--- src/rtl/mux_step_ctrl_if.sv ---
// Wishbone slave bus of the multiplexer step controller.
// slave = the controller itself, master = the bus side (caravel or a bench).
interface mux_step_ctrl_if;
  logic [31:0] wbs_adr_i;
  logic [31:0] wbs_dat_i;
  logic [31:0] wbs_dat_o;
  logic        wbs_we_i;
  logic        wbs_cyc_i;
  logic        wbs_stb_i;
  logic        wbs_ack_o;

  modport slave (
    input  wbs_adr_i, wbs_dat_i, wbs_we_i, wbs_cyc_i, wbs_stb_i,
    output wbs_dat_o, wbs_ack_o
  );

  modport master (
    output wbs_adr_i, wbs_dat_i, wbs_we_i, wbs_cyc_i, wbs_stb_i,
    input  wbs_dat_o, wbs_ack_o
  );
endinterface

--- src/rtl/mux_step_ctrl.sv ---
// Wishbone sequencer for the design multiplexer: safe address switch, reset pulses, clock stepping.
// Optional step-done interrupt (irq_o, irq_pend flop) is built only with MUX_CTRL_IRQ_EN defined.
module mux_step_ctrl #(
  parameter int RST_HOLD = 4,
  parameter int STEP_DIV = 1,
  parameter int CNT_W    = 16
) (
  input  logic            wb_clk_i,
  input  logic            wb_rst_i,
  mux_step_ctrl_if.slave  wb,
  output logic            override_o,
  output logic [3:0]      design_addr_o,
  output logic            design_rst_o,
  output logic            step_clk_o,
  output logic            busy_o
`ifdef MUX_CTRL_IRQ_EN
  ,
  output logic            irq_o
`endif
);

  typedef enum logic [2:0] {
    IDLE     = 3'd0,
    PRE_RST  = 3'd1,
    SWAP     = 3'd2,
    POST_RST = 3'd3,
    STEP_HI  = 3'd4,
    STEP_LO  = 3'd5
  } state_e;

  localparam logic [1:0] REG_CTRL   = 2'd0;
  localparam logic [1:0] REG_STEP   = 2'd1;
  localparam logic [1:0] REG_STATUS = 2'd2;
  localparam logic [1:0] REG_RSTCMD = 2'd3;

  localparam int MAXP = (RST_HOLD > STEP_DIV) ? RST_HOLD : STEP_DIV;
  localparam int PW   = $clog2(MAXP + 1);
  localparam logic [PW-1:0] HOLD_LAST = PW'(RST_HOLD - 1);
  localparam logic [PW-1:0] DIV_LAST  = PW'(STEP_DIV - 1);

  state_e           state_q, state_d;
  logic [PW-1:0]    phase_q, phase_d;
  logic [CNT_W-1:0] rem_q, rem_d;
  logic [3:0]       addr_q, addr_d;
  logic [3:0]       target_q, target_d;
  logic             ovr_q, ovr_d;
  logic             err_q, err_d;
  logic             irq_q, irq_d;
  logic             ack_q;
  logic [31:0]      rdata_q, rdata_d;
  logic             rst_q, step_q, busy_q;

  logic             access, wr, cmd_wr, idle, step_done;
  logic [1:0]       sel;
  logic [31:0]      wdat;
  logic             unused_bits;

  // Only a few address and data bits are decoded; the rest are ignored.
  assign unused_bits = ^{wb.wbs_adr_i, wb.wbs_dat_i};

  assign access = wb.wbs_cyc_i & wb.wbs_stb_i & ~ack_q;
  assign wr     = access & wb.wbs_we_i;
  assign sel    = wb.wbs_adr_i[3:2];
  assign wdat   = wb.wbs_dat_i;
  assign cmd_wr = wr && (sel != REG_STATUS);
  assign idle   = (state_q == IDLE);

  always_comb begin
    state_d   = state_q;
    phase_d   = phase_q + PW'(1);
    rem_d     = rem_q;
    addr_d    = addr_q;
    target_d  = target_q;
    ovr_d     = ovr_q;
    err_d     = err_q;
    step_done = 1'b0;

    // The override enable bit is honoured even while a sequence is running.
    if (wr && sel == REG_CTRL) ovr_d = wdat[0];
    if (cmd_wr && !idle) err_d = 1'b1;
    if (wr && sel == REG_STATUS && wdat[8]) err_d = 1'b0;

    case (state_q)
      IDLE: begin
        phase_d = '0;
        if (wr) begin
          case (sel)
            REG_CTRL: begin
              target_d = wdat[7:4];
              if (wdat[7:4] != addr_q) state_d = PRE_RST;
            end
            REG_STEP: begin
              if (wdat[CNT_W-1:0] != '0) begin
                rem_d   = wdat[CNT_W-1:0];
                state_d = STEP_HI;
              end
            end
            REG_RSTCMD: if (wdat[0]) state_d = POST_RST;
            default: ;
          endcase
        end
      end
      PRE_RST: begin
        if (phase_q == HOLD_LAST) begin
          state_d = SWAP;
          phase_d = '0;
          addr_d  = target_q;
        end
      end
      SWAP: begin
        state_d = POST_RST;
        phase_d = '0;
      end
      POST_RST: begin
        if (phase_q == HOLD_LAST) begin
          state_d = IDLE;
          phase_d = '0;
        end
      end
      STEP_HI: begin
        state_d = STEP_LO;
        phase_d = '0;
        if (rem_q != '0) rem_d = rem_q - CNT_W'(1);
      end
      STEP_LO: begin
        if (phase_q == DIV_LAST) begin
          phase_d = '0;
          if (rem_q == '0) begin
            state_d   = IDLE;
            step_done = 1'b1;
          end else begin
            state_d = STEP_HI;
          end
        end
      end
      default: begin
        state_d = IDLE;
        phase_d = '0;
      end
    endcase
  end

`ifdef MUX_CTRL_IRQ_EN
  always_comb begin
    irq_d = irq_q;
    if (wr && sel == REG_STATUS && wdat[9]) irq_d = 1'b0;
    if (step_done) irq_d = 1'b1;
  end
  assign irq_o = irq_q;
`else
  assign irq_d = 1'b0;
`endif

  always_comb begin
    rdata_d = '0;
    case (sel)
      REG_CTRL:   rdata_d = {24'd0, target_q, 3'd0, ovr_q};
      REG_STEP:   rdata_d = 32'(rem_q);
      REG_STATUS: rdata_d = {22'd0, irq_q, err_q, addr_q, state_q, busy_q};
      default:    rdata_d = '0;
    endcase
  end

  // Outputs are decoded from the next state so they change on the same edge as the FSM.
  always_ff @(posedge wb_clk_i) begin
    if (wb_rst_i) begin
      state_q  <= IDLE;
      phase_q  <= '0;
      rem_q    <= '0;
      addr_q   <= '0;
      target_q <= '0;
      ovr_q    <= 1'b0;
      err_q    <= 1'b0;
      irq_q    <= 1'b0;
      ack_q    <= 1'b0;
      rdata_q  <= '0;
      rst_q    <= 1'b0;
      step_q   <= 1'b0;
      busy_q   <= 1'b0;
    end else begin
      state_q  <= state_d;
      phase_q  <= phase_d;
      rem_q    <= rem_d;
      addr_q   <= addr_d;
      target_q <= target_d;
      ovr_q    <= ovr_d;
      err_q    <= err_d;
      irq_q    <= irq_d;
      ack_q    <= access;
      rdata_q  <= access ? rdata_d : '0;
      rst_q    <= (state_d == PRE_RST) || (state_d == SWAP) || (state_d == POST_RST);
      step_q   <= (state_d == STEP_HI);
      busy_q   <= (state_d != IDLE);
    end
  end

  assign wb.wbs_ack_o  = ack_q;
  assign wb.wbs_dat_o  = rdata_q;
  assign override_o    = ovr_q;
  assign design_addr_o = addr_q;
  assign design_rst_o  = rst_q;
  assign step_clk_o    = step_q;
  assign busy_o        = busy_q;

endmodule

--- src/flat_wrapper.sv ---
// flat-port wrapper written by rule: the top's interface ports become plain ports
module mux_step_ctrl_flat 
#(
  parameter int RST_HOLD = 4,
  parameter int STEP_DIV = 1,
  parameter int CNT_W    = 16
)
  (wb_clk_i, wb_rst_i, override_o, design_addr_o, design_rst_o, step_clk_o, busy_o, wb_wbs_adr_i, wb_wbs_dat_i, wb_wbs_we_i, wb_wbs_cyc_i, wb_wbs_stb_i, wb_wbs_dat_o, wb_wbs_ack_o);
  mux_step_ctrl_if wb_i ();
  input  logic wb_clk_i;
  input  logic wb_rst_i;
  output logic override_o;
  output logic [3:0] design_addr_o;
  output logic design_rst_o;
  output logic step_clk_o;
  output logic busy_o;
  input wire logic [$bits(wb_i.wbs_adr_i)-1:0] wb_wbs_adr_i;
  input wire logic [$bits(wb_i.wbs_dat_i)-1:0] wb_wbs_dat_i;
  input wire logic [$bits(wb_i.wbs_we_i)-1:0] wb_wbs_we_i;
  input wire logic [$bits(wb_i.wbs_cyc_i)-1:0] wb_wbs_cyc_i;
  input wire logic [$bits(wb_i.wbs_stb_i)-1:0] wb_wbs_stb_i;
  output wire logic [$bits(wb_i.wbs_dat_o)-1:0] wb_wbs_dat_o;
  output wire logic [$bits(wb_i.wbs_ack_o)-1:0] wb_wbs_ack_o;
  assign wb_i.wbs_adr_i = wb_wbs_adr_i;
  assign wb_i.wbs_dat_i = wb_wbs_dat_i;
  assign wb_i.wbs_we_i = wb_wbs_we_i;
  assign wb_i.wbs_cyc_i = wb_wbs_cyc_i;
  assign wb_i.wbs_stb_i = wb_wbs_stb_i;
  assign wb_wbs_dat_o = wb_i.wbs_dat_o;
  assign wb_wbs_ack_o = wb_i.wbs_ack_o;
  mux_step_ctrl #(.RST_HOLD(RST_HOLD), .STEP_DIV(STEP_DIV), .CNT_W(CNT_W)) u_core (.wb_clk_i(wb_clk_i), .wb_rst_i(wb_rst_i), .wb(wb_i), .override_o(override_o), .design_addr_o(design_addr_o), .design_rst_o(design_rst_o), .step_clk_o(step_clk_o), .busy_o(busy_o));
endmodule
--- config.mk ---
export PLATFORM = sky130hd
export DESIGN_NAME = mux_step_ctrl_flat
export DESIGN_NICKNAME = d
export VERILOG_FILES = /design/src/rtl/mux_step_ctrl_if.sv /design/src/rtl/mux_step_ctrl.sv /design/src/flat_wrapper.sv
export SDC_FILE = /design/constraint.sdc
export NUM_CORES = 1
export LEC_CHECK = 0
export BUFFER_PORTS_ARGS = -buffer_cell sky130_fd_sc_hd__buf_2
export CAP_MARGIN = 20
export CORE_ASPECT_RATIO = 0.9
export CORE_MARGIN = 2
export CORE_UTILIZATION = 49
export CTS_BUF_LIST = sky130_fd_sc_hd__clkbuf_16
export CTS_CLUSTER_SIZE = 8
export DETAILED_ROUTE_END_ITERATION = 16
export HOLD_SLACK_MARGIN = 0.1
export PLACE_DENSITY = 0.92
export SLEW_MARGIN = 20
export SYNTH_ARGS = -nofsm -noshare
export SYNTH_HDL_FRONTEND = slang
export SYNTH_SLANG_ARGS = --single-unit
--- constraint.sdc ---
create_clock -name wb_clk_i -period 2.2 [get_ports wb_clk_i]
set_clock_uncertainty 0.05 [all_clocks]
set_input_delay 0.11 -clock wb_clk_i [delete_from_list [all_inputs] [get_ports wb_clk_i]]
set_output_delay 0.11 -clock wb_clk_i [all_outputs]
set_load 0.01 [all_outputs]
Word-level counts from Yosys, hierarchy flattened

Cells that the tools add are included.

Bits in registers: 68
Bits in latches: 0
Bits in writable memories: 0
ROM bits: 0
Word-level logic and storage cells: 79
Memories: 0

Add/subtract/negate cells: 2
Multipliers: 0
Div/mod/pow operators: 0
Magnitude comparators: 0
Eq/ne operators: 19
Shift-type cells: 0
Mux-type cells: 19
Bitwise operators: 5
Reductions and logical operators: 22

Operators by type and width:

| operator                | number |
|---|---|
| $mux W16                | 4 |
| $pmux W16 S3            | 1 |
| $pmux W16 S2            | 1 |
| $reduce_bool A16 Y1     | 2 |
| $mux W3                 | 10 |
| $pmux W3 S6             | 1 |
| $logic_not A16 Y1       | 1 |
| $sub A16 B1 Y16 const B | 1 |
| $eq A3 B2 Y1 const B    | 5 |
| $eq A3 B3 Y1 const B    | 3 |
| $pmux W3 S3             | 1 |
| $eq A3 B1 Y1 const B    | 2 |
| $logic_not A3 Y1        | 2 |
| $ne A2 B2 Y1 const B    | 3 |
| $pmux W3 S2             | 1 |
| $reduce_or A2 Y1        | 3 |
| $logic_and A1 B1 Y1     | 5 |
| $reduce_and A5 Y1       | 1 |
| $eq A2 B2 Y1 const B    | 2 |
| $ne A2 B1 Y1 const B    | 2 |
| $ne A4 B4 Y1            | 1 |
| $add A3 B1 Y3 const B   | 1 |
| $and A1 B1 Y1           | 3 |
| $reduce_and A3 Y1       | 1 |
| 8 further kinds         | 10 |

Depth between registers and ports, before layout

Gate-level depths: netlist (run 1).

Word-level depth: 8
Gate-level depth with buffers: 8
Gate-level depth less buffers: 7

Least setup slack after synthesis (run 1)

Ideal clock, no wire load.

Path type: reg2reg
Start: reg u_core.rem_q[0]
End: reg u_core.rem_q[11]
Setup time: 0.134 ns
Arrival time: 1.769 ns
Data required time: 2.016 ns
Slack: 0.247 ns
Stages on the path, launching flop included: 9
Cells stage by stage: dfxtp_1 -> inv_1 -> ha_1 -> nor3b_1 -> and4_1 -> a21oi_2 -> nor2_1 -> buf_2 -> o32ai_2

Word-level cells in the longest chain between the ends: 3
Elaborated cells on any way between the ends: 6

Ends and longest elaborated chain:

| item                                                          | line                 | source |
|---|---|---|
| start, declared                                               | mux_step_ctrl.sv:43  | `logic [CNT_W-1:0] rem_q, rem_d;` |
| start signal, assigned                                        | mux_step_ctrl.sv:183 | `rem_q <= rem_d;` |
| $sub A16 B1 Y16 / $reduce_bool A16 Y1 (equally long branches) | mux_step_ctrl.sv:123 | `if (rem_q != '0) rem_d = rem_q - CNT_W'(1);` |
| $mux W16 / $ne A2 B1 Y1 (equally long branches)               | n/a                  |  |
| $pmux W16 S2 / $reduce_and A5 Y1 (equally long branches)      | n/a                  |  |

Parallel ways exist; a longest one is shown, timed or not. The select of a mux whose other input is x is not followed.
A chain may end at the register's enable or synchronous reset.

Worst setup path after layout (run 1)

Start: reg u_core.rem_q[10]
End: reg u_core.rem_q[3]

Word-level cells in the longest chain between the ends: 3

Ends and longest elaborated chain:

| item                        | line |
|---|---|
| $reduce_bool A16 Y1         | mux_step_ctrl.sv:123 |
| $ne A2 B1 Y1 (no line)      | n/a |
| $reduce_and A5 Y1 (no line) | n/a |

Every way passes these cells.

==> reports/results.tsv, run 1 <==
metric	value	unit
run status	completed	
Initial DRC Count	339	
maximum ir drop on the vdd rail	0.333	mV
final instance area	3340	um2
count of cell types in the netlist	55	
clock root cell	sky130_fd_sc_hd__clkbuf_16	
Syn-to-layout area delta	19.2	%
vias per cell	6.09	
most common cell after layout, fill and taps aside	sky130_fd_sc_hd__dfxtp_1	
worst flop-to-flop path startpoint	u_core.rem_q[10]	
final RePlAce weighted congestion	0.901	
Synth async-reset ratio	0	%
post-detailed-placement cell area	3160	um2
Max Transition Viols Final	0	
Synth Instances	338	
std cell rows	26	
post-DR wirelength/cell	16.3	um
clock latency at the later pin of the worst-skew pair	0.29	ns
category of the most critical setup path	reg -> reg	
number of endpoints failing setup at the final stage	0	
total power divided by cell area	604	nW/um2
antenna cells	0	
count of buffers inserted at the top-level ports	47	
hold violation count in the final report	0	
number of buffers added by the clock tree synthesis step	5	
critical-path cell with the highest stage delay	sky130_fd_sc_hd__nor4_1	
fraction of layout cells with a size suffix above 1	24.1	%
setup bufs post-CTS	0	
crit share post-route	95.0	%
number of antenna violations at the first check in global routing	0	
biggest fanout along the worst timing path	6	
number of global-route vias before repair	2600	
max-cap check violation count	0	
required time worst endpoint	2.33	ns
Slew Limit Headroom	50.3	%
largest net degree at the start of global routing	31	
most instantiated flip-flop cell in the synthesis netlist	sky130_fd_sc_hd__dfxtp_1	
multiplexer area fraction after synthesis	3.93	%
leading cell types in the layout, fill and taps excluded	52 x sky130_fd_sc_hd__dfxtp_1, 47 x sky130_fd_sc_hd__buf_2, 43 x sky130_fd_sc_hd__nor2_1	
Leak	1.42	nW
Core Footprint	5600	um2
global-route wire length before repair	12.1	mm
Die Footprint	6340	um2
number of enable flip-flop cells after synthesis	0	
crit path from	u_core.rem_q[10]	
slowest stage delay, CP	0.43	ns
Post-DRT Antenna Nets	0	
adder-cell area share of the yosys netlist	2.23	%
residual DRC count	0	
Bufs on Longest Clock Path	2	
main combinational cell family by area after synthesis	simple AND/OR/NAND/NOR gates	
power consumption	2.02	mW
horizontal die dimension	83.7	um
mean area per synthesized cell	8.29	um2
clock-pin slew of the registers on the worst-case setup and hold paths	0.07	ns
global router's overall resource usage	23.9	%
deepest level of the CTS H-tree	2	
total number of clock tree sinks	52	
xor/xnor cell area share of the yosys netlist	1.25	%
min-delay worst type	in -> reg	
y dimension of the die	75.8	um
grt total ovfl	0	
clock tree from TritonCTS	yes	
fraction of the mapped netlist area in compound gates	20.7	%
Slew @ Worst Pin	0.743	ns
list of cells traversed by the critical path	nor4_1, and4_1, buf_4, a21o_1, nand2_1, a32o_1	
arrival time at the worst endpoint	2.22	ns
Max Fclk	478	MHz
number of register bits inferred by synthesis	52	
final net count	473	
number of iterations in the first detailed-routing pass	5	
final critical delay including setup and external delays	2.09	ns
multi-input gate area in the final layout	1570	um2
post-synthesis simple-gate area fraction	25.1	%
sequential fraction of the synthesis area	37.1	%
effective utilization at floorplan	50.1	%
vias post-DR	2857	
final WL	7.65	mm
crit path launch type	register	
Crit path buffers/inverters	1	
Layout fillers	476	
cell area after synthesis	2800	um2
placed wire-length estimate after detailed placement	5.38	mm
Boundary Pins	110	
min-delay src	wb_wbs_dat_i[7]	
RSZ-0062 raised after global routing	false	
Yosys warnings	0	
nature of the critical path endpoint	register	
Worst path top cell family by delay	simple AND/OR/NAND/NOR gates	
sequential cell area	1040	um2
==> synth_stat cells, types with 6 or more instances <==
master                      n  area (um2)
sky130_fd_sc_hd__nor2_1    44         165
sky130_fd_sc_hd__nor4_1     7        43.8
sky130_fd_sc_hd__nor3_1    14        70.1
sky130_fd_sc_hd__dfxtp_1   52        1040
sky130_fd_sc_hd__mux2i_1   11         110
sky130_fd_sc_hd__a21oi_1   34         170
sky130_fd_sc_hd__inv_1     11        41.3
sky130_fd_sc_hd__o21ai_0    6        30.0
sky130_fd_sc_hd__nand3_1    7        35.0
sky130_fd_sc_hd__nand2_1   22        82.6
sky130_fd_sc_hd__clkbuf_1  13        48.8
sky130_fd_sc_hd__buf_4     17         128
sky130_fd_sc_hd__and2_1     7        43.8
sky130_fd_sc_hd__a22oi_1    9        67.6
sky130_fd_sc_hd__o32ai_1    7        61.3
==> report_power, final <==
group	switching (mW)	internal, mW	total, mW
combinational	0.175	0.116	0.291
sequential	0.0153	0.957	0.972
clock	0.341	0.414	0.755
==> cell type report <==
class,instances,share of cell area [%]
multi-input cells,252,47.0
flip-flops and latches,52,31.1
repair buffers,76,13.8
clock buffers,5,3.74
well taps,70,2.62
inverters,12,1.35
clock inverters,2,0.374
==> registers in the layout (all words and copies together), names as in the netlist <==
register              count
u_core.phase_q            3
u_core.wb.wbs_dat_o      16
u_core.busy_o             1
u_core.override_o         1
u_core.err_q              1
u_core.state_q            3
u_core.design_addr_o      4
u_core.wb.wbs_ack_o       1
u_core.step_clk_o         1
u_core.rem_q             16
u_core.design_rst_o       1
u_core.target_q           4
==> path summary, 6_finish.rpt <==
kind | end | slack (ns) | cells past startpoint
min reg2reg | u_core.target_q[3] | 0.43 | 2
max | u_core.rem_q[3] | 0.11 | 6
min | u_core.target_q[3] | 0.12 | 3
max reg2reg | u_core.rem_q[3] | 0.11 | 6
==> what timing repair did <==
action / 4_1_cts / 5_1_grt
resized for setup: 1 / 3
pin swaps: 0 / 0
hold endpoints to repair: 3 / 0
setup endpoints to repair: 11 / 14
hold buffers: 3 / 0
==> worst min-delay path, stage by stage <==
cell and delay, ns:
sky130_fd_sc_hd__buf_2 0.15, sky130_fd_sc_hd__nand3_1 0.09, sky130_fd_sc_hd__a21oi_1 0.06
==> logic make-up (layout without fill, tap and decap cells) <==
logic type,count (synthesis),in the layout
other,1,16
AND/OR/NAND/NOR,133,133
adder cells (fa/ha/maj),5,5
XOR/XNOR,4,4
AO/OA/AOI/OAI,83,83
multiplexers,11,11
flip-flops,52,52
buffers and inverters,49,95
==> per-stage QoR <==
stage / utilization (%) / instances / worst slack, ns / hold slack, ns / TNS (ns)
after floorplan: - / 353 / 0.247 / 0.207 / 0
after global routing: 59.7 / 469 / 0.00818 / 0.125 / 0
after global placement: 56.4 / 459 / 0.0156 / 0.369 / 0
after detailed placement: 56.4 / 459 / -0.0148 / 0.372 / -0.0409
final: 59.7 / 469 / 0.110 / 0.122 / 0
after CTS: 59.5 / 469 / 0.141 / 0.112 / 0
==> per-layer routing <==
layer | vias to the layer above | wire length, um | GRT usage, %
met3 | 33 | 722 | 4.66
met2 | 190 | 3710 | 42.8
met5 | - | 0 | 0
li1 | 1305 | - | -
met4 | 0 | 237 | 12.0
met1 | 1329 | 2990 | 27.9
Power figures use the tool's default switching activity.
==> run 2, diff against run 1 <==
- CORE_UTILIZATION: 49 -> 44
- PLACE_DENSITY: 0.92 -> 0.76
- clock period: 2.2 -> 1.8 ns (I/O delays scaled with it)
==> reports/results.tsv, run 2 (same netlist as run 1, synthesis figures left out) <==
metric	value	unit
run status	finished with violations	
violations in the final reports	setup timing	
final net count	533	
crit share post-route	110	%
final RePlAce weighted congestion	0.945	
min-delay worst type	in -> reg	
slowest stage delay, CP	0.56	ns
Syn-to-layout area delta	45.1	%
Die Footprint	7020	um2
Post-DRT Antenna Nets	0	
global router's overall resource usage	24.4	%
total number of clock tree sinks	52	
category of the most critical setup path	reg -> reg	
critical-path cell with the highest stage delay	sky130_fd_sc_hd__or4_4	
power consumption	2.78	mW
global-route wire length before repair	13.4	mm
final critical delay including setup and external delays	1.97	ns
total power divided by cell area	684	nW/um2
number of global-route vias before repair	2769	
residual DRC count	0	
cell repeated most along the worst path	sky130_fd_sc_hd__buf_6	
largest net degree at the start of global routing	29	
biggest fanout along the worst timing path	5	
post-DR wirelength/cell	16.6	um
Max Fclk	506	MHz
number of buffers added by the clock tree synthesis step	5	
RSZ-0062 raised after global routing	true	
Clock power frac	39.1	%
nature of the critical path endpoint	register	
Layout Utilization	66.2	%
clock root cell	sky130_fd_sc_hd__clkbuf_16	
cell count after placement	525	
Crit path buffers/inverters	2	
antenna cells	0	
post-detailed-placement cell area	3600	um2
sequential share of power	42.5	%
crit path launch type	register	
vias per cell	5.62	
Worst path top cell family by delay	simple AND/OR/NAND/NOR gates	
y dimension of the die	79.7	um
placed wire-length estimate after detailed placement	5.85	mm
Layout fillers	490	
horizontal die dimension	88.1	um
fraction of layout cells with a size suffix above 1	41.7	%
Leak	1.80	nW
maximum ir drop on the vdd rail	0.539	mV
clock-pin slew of the registers on the worst-case setup and hold paths	0.07	ns
Non-Filler Instances	547	
switching power as a share of total power	25.9	%
hold violation count in the final report	0	
clock latency at the later pin of the worst-skew pair	0.29	ns
vias post-DR	3073	
effective utilization at floorplan	45.6	%
final instance area	4070	um2
internal power	2.06	mW
number of antenna violations at the first check in global routing	0	
Boundary Pins	110	
number of iterations in the first detailed-routing pass	5	
slack of the critical path	-0.174	ns
list of cells traversed by the critical path	buf_6, or4_4, nor4_4, buf_6, and3_4, a21oi_2, o32ai_2	
max-cap check violation count	0	
grt total ovfl	0	
required time worst endpoint	1.96	ns
arrival time at the worst endpoint	2.14	ns
switching power	0.721	mW
share of total power in combinational logic	18.3	%
leading cell types in the layout, fill and taps excluded	79 x sky130_fd_sc_hd__buf_4, 48 x sky130_fd_sc_hd__buf_2, 44 x sky130_fd_sc_hd__dfxtp_1	
Initial DRC Count	441	
Max Transition Viols Final	0	
deepest level of the CTS H-tree	2	
Bufs on Longest Clock Path	2	
count of buffers inserted at the top-level ports	47	
std cell rows	27	
Core Footprint	6150	um2
number of endpoints failing setup at the final stage	17	
clock tree from TritonCTS	yes	
most common cell after layout, fill and taps aside	sky130_fd_sc_hd__buf_4	
final WL	9.06	mm
## run 2: cell count changes in the layout (fill, tap and decap cells not counted), sizes merged
| cell | change |
|---|---|
| buf | +62 |
| bufinv | +1 |
| clkinv | -2 |
| dlygate4sd3 | -2 |
| inv | +2 |
## run 2: worst reg2reg max path, stage by stage, from the launching register on
cell and delay (ns):
sky130_fd_sc_hd__dfxtp_2 0.33, sky130_fd_sc_hd__buf_6 0.11, sky130_fd_sc_hd__or4_4 0.57, sky130_fd_sc_hd__nor4_4 0.20
sky130_fd_sc_hd__buf_6 0.17, sky130_fd_sc_hd__and3_4 0.19, sky130_fd_sc_hd__a21oi_2 0.04, sky130_fd_sc_hd__o32ai_2 0.24
## run 2: cell type report
type                    count  area (um2)  share of cell area [%]
multi-input cells         252        1750                    43.0
flip-flops and latches     52        1050                    25.9
repair buffers            136         942                    23.2
clock buffers               5         125                    3.08
well taps                  87         109                    2.68
inverters                  12        47.5                    1.17
clock inverters             3        42.5                    1.05
## run 2: metal layers
metal | global-route usage (%) | vias to the layer above | wire length, um
li1 | - | 1428 | -
met1 | 33.0 | 1426 | 3790
met2 | 39.2 | 190 | 4310
met3 | 4.24 | 29 | 718
met4 | 8.33 | 0 | 242
met5 | 0 | - | 0
## run 2: final timing paths
path | slack (ns) | cells past startpoint | end | start
worst max-delay path | -0.17 | 7 | u_core.rem_q[11] | u_core.rem_q[0]
worst min-delay path | 0.1 | 3 | u_core.wb.wbs_dat_o[12] | wb_wbs_cyc_i
worst max register to register | -0.17 | 7 | u_core.rem_q[11] | u_core.rem_q[0]
worst min register to register | 0.42 | 1 | u_core.phase_q[0] | u_core.phase_q[0]
## run 2: per-stage QoR
step	TNS [ns]	setup slack (ns)	hold slack, ns
floorplan	0	0.00718	0.187
global placement	-3.69	-0.320	0.384
detailed placement	-4.21	-0.370	0.388
CTS	-0.624	-0.177	0.104
global route	-2.13	-0.222	0.130
finish	-1.10	-0.174	0.0988
## run 2: power by group through the flow
| stage | combinational, mW | clock, mW | sequential [mW] |
|---|---|---|---|
| final | 0.511 | 1.09 | 1.18 |
| after global routing | 0.542 | 1.15 | 1.18 |
| after CTS | 0.448 | 1.09 | 1.18 |
| after detailed placement | 0.421 | 0 | 1.21 |
| after global placement | 0.416 | 0 | 1.21 |
| after floorplan | 0.247 | 0 | 1.21 |
## run 2: repair_timing
item,4_1_cts,5_1_grt
endpoints found under the setup margin,19,21
hold buffers,1,0
setup buffers,3,9
gates resized for setup,20,33
pin swaps,8,16
hold endpoints to repair,2,0
cloned,0,1
==> run 3, diff against run 2 <==
- TNS_END_PERCENT: unset -> 10
==> reports/results.tsv, run 3 (same netlist as run 1, synthesis figures left out) <==
metric	value	unit
final RePlAce weighted congestion	0.947	
horizontal die dimension	88.1	um
number of endpoints failing setup at the final stage	18	
final net count	524	
crit path launch type	register	
run status	finished with violations	
final WL	8.80	mm
number of antenna violations at the first check in global routing	0	
leading cell types in the layout, fill and taps excluded	71 x sky130_fd_sc_hd__buf_4, 47 x sky130_fd_sc_hd__buf_2, 47 x sky130_fd_sc_hd__dfxtp_1	
global router's overall resource usage	25.9	%
Post-DRT Antenna Nets	0	
largest net degree at the start of global routing	25	
residual DRC count	0	
hold violation count in the final report	0	
vias post-DR	3086	
max-cap check violation count	0	
maximum ir drop on the vdd rail	0.398	mV
Bufs on Longest Clock Path	2	
min-delay worst type	in -> reg	
post-detailed-placement cell area	3600	um2
final instance area	3890	um2
Boundary Pins	110	
clock root cell	sky130_fd_sc_hd__clkbuf_16	
Slew @ Worst Pin	0.556	ns
Initial DRC Count	427	
grt total ovfl	0	
worst hold slack	0.101	ns
crit share post-route	108	%
arrival time at the worst endpoint	2.10	ns
global-route wire length before repair	14.1	mm
number of buffers added by the clock tree synthesis step	5	
std cell rows	27	
number of global-route vias before repair	3070	
effective utilization at floorplan	45.6	%
clock-pin slew of the registers on the worst-case setup and hold paths	0.07	ns
slack of the critical path	-0.143	ns
vias per cell	5.74	
post-DR wirelength/cell	16.4	um
category of the most critical setup path	reg -> reg	
Max Fclk	515	MHz
total power divided by cell area	704	nW/um2
biggest fanout along the worst timing path	9	
RSZ-0062 raised after global routing	true	
placed wire-length estimate after detailed placement	6.25	mm
count of buffers inserted at the top-level ports	47	
nature of the critical path endpoint	register	
violations in the final reports	setup timing	
Die Footprint	7020	um2
final critical delay including setup and external delays	1.94	ns
deepest level of the CTS H-tree	2	
Slew Limit Headroom	62.6	%
Syn-to-layout area delta	39.0	%
required time worst endpoint	1.95	ns
antenna cells	0	
number of iterations in the first detailed-routing pass	6	
Core Footprint	6150	um2
total number of clock tree sinks	52	
Max Transition Viols Final	0	
y dimension of the die	79.7	um
clock tree from TritonCTS	yes	
Leak	1.73	nW
clock latency at the later pin of the worst-skew pair	0.29	ns
Layout fillers	510	
most common cell after layout, fill and taps aside	sky130_fd_sc_hd__buf_4	
fraction of layout cells with a size suffix above 1	37.0	%
[run 3: changes by cell type in the layout (fill, tap and decap cells not counted), sizes merged]
cell  delta
buf      -9
[run 3: critical path: stages (launching register included)]
cell	delay [ns]
sky130_fd_sc_hd__dfxtp_2	0.32
sky130_fd_sc_hd__buf_6	0.12
sky130_fd_sc_hd__or4_4	0.56
sky130_fd_sc_hd__nor4_4	0.17
sky130_fd_sc_hd__buf_6	0.18
sky130_fd_sc_hd__and4b_1	0.19
sky130_fd_sc_hd__a21oi_1	0.05
sky130_fd_sc_hd__o32ai_2	0.20
[run 3: per-stage QoR]
step	total power, mW	setup slack, ns	instances	util, %	TNS [ns]
after CTS	2.74	-0.129	538	63.0	-0.966
after floorplan	1.45	-0.0139	353	-	-0.0848
final	2.74	-0.143	538	63.3	-1.30
after global routing	2.84	-0.241	538	63.3	-3.17
after detailed placement	1.63	-0.507	528	58.5	-6.16
after global placement	1.62	-0.348	528	58.5	-4.21
[run 3: routing by layer]
| metal | up-vias | share of wire, % | global-route usage (%) |
|---|---|---|---|
| li1 | 1423 | - | - |
| met1 | 1464 | 40 | 30.7 |
| met2 | 161 | 49 | 43.0 |
| met3 | 38 | 7.3 | 6.93 |
| met4 | 0 | 4.1 | 13.0 |
| met5 | - | 0 | 0 |
[run 3: worst paths after layout]
kind / cells after the start / start / endpoint / slack, ns
max: 7 / u_core.rem_q[0] / u_core.rem_q[15] / -0.14
min: 3 / wb_wbs_cyc_i / u_core.wb.wbs_dat_o[11] / 0.10
max reg2reg: 7 / u_core.rem_q[0] / u_core.rem_q[15] / -0.14
min reg2reg: 1 / u_core.phase_q[0] / u_core.phase_q[0] / 0.38
[run 3: power by group]
part           switching (mW)  internal (mW)
combinational           0.254          0.218
clock                   0.430          0.656
sequential             0.0124           1.17
total                   0.697           2.04
[run 3: area by class of cell]
| class | count | area [um2] | share of cell area (%) |
|---|---|---|---|
| inverter | 12 | 45.0 | 1.16 |
| clock inverter | 3 | 42.5 | 1.09 |
| clock buffer | 5 | 125 | 3.21 |
| timing repair buffer | 127 | 877 | 22.5 |
| sequential | 52 | 1050 | 26.9 |
| tap | 87 | 109 | 2.79 |
| multi-input combinational | 252 | 1650 | 42.3 |
[run 3: timing repair]
action / 4_1_cts / 5_1_grt
endpoints found under the hold margin: 2 / 0
setup buffers: 1 / 0
hold buffers: 1 / 0
gates resized for setup: 23 / 5
endpoints found under the setup margin: 21 / 24
pin swaps: 5 / 0
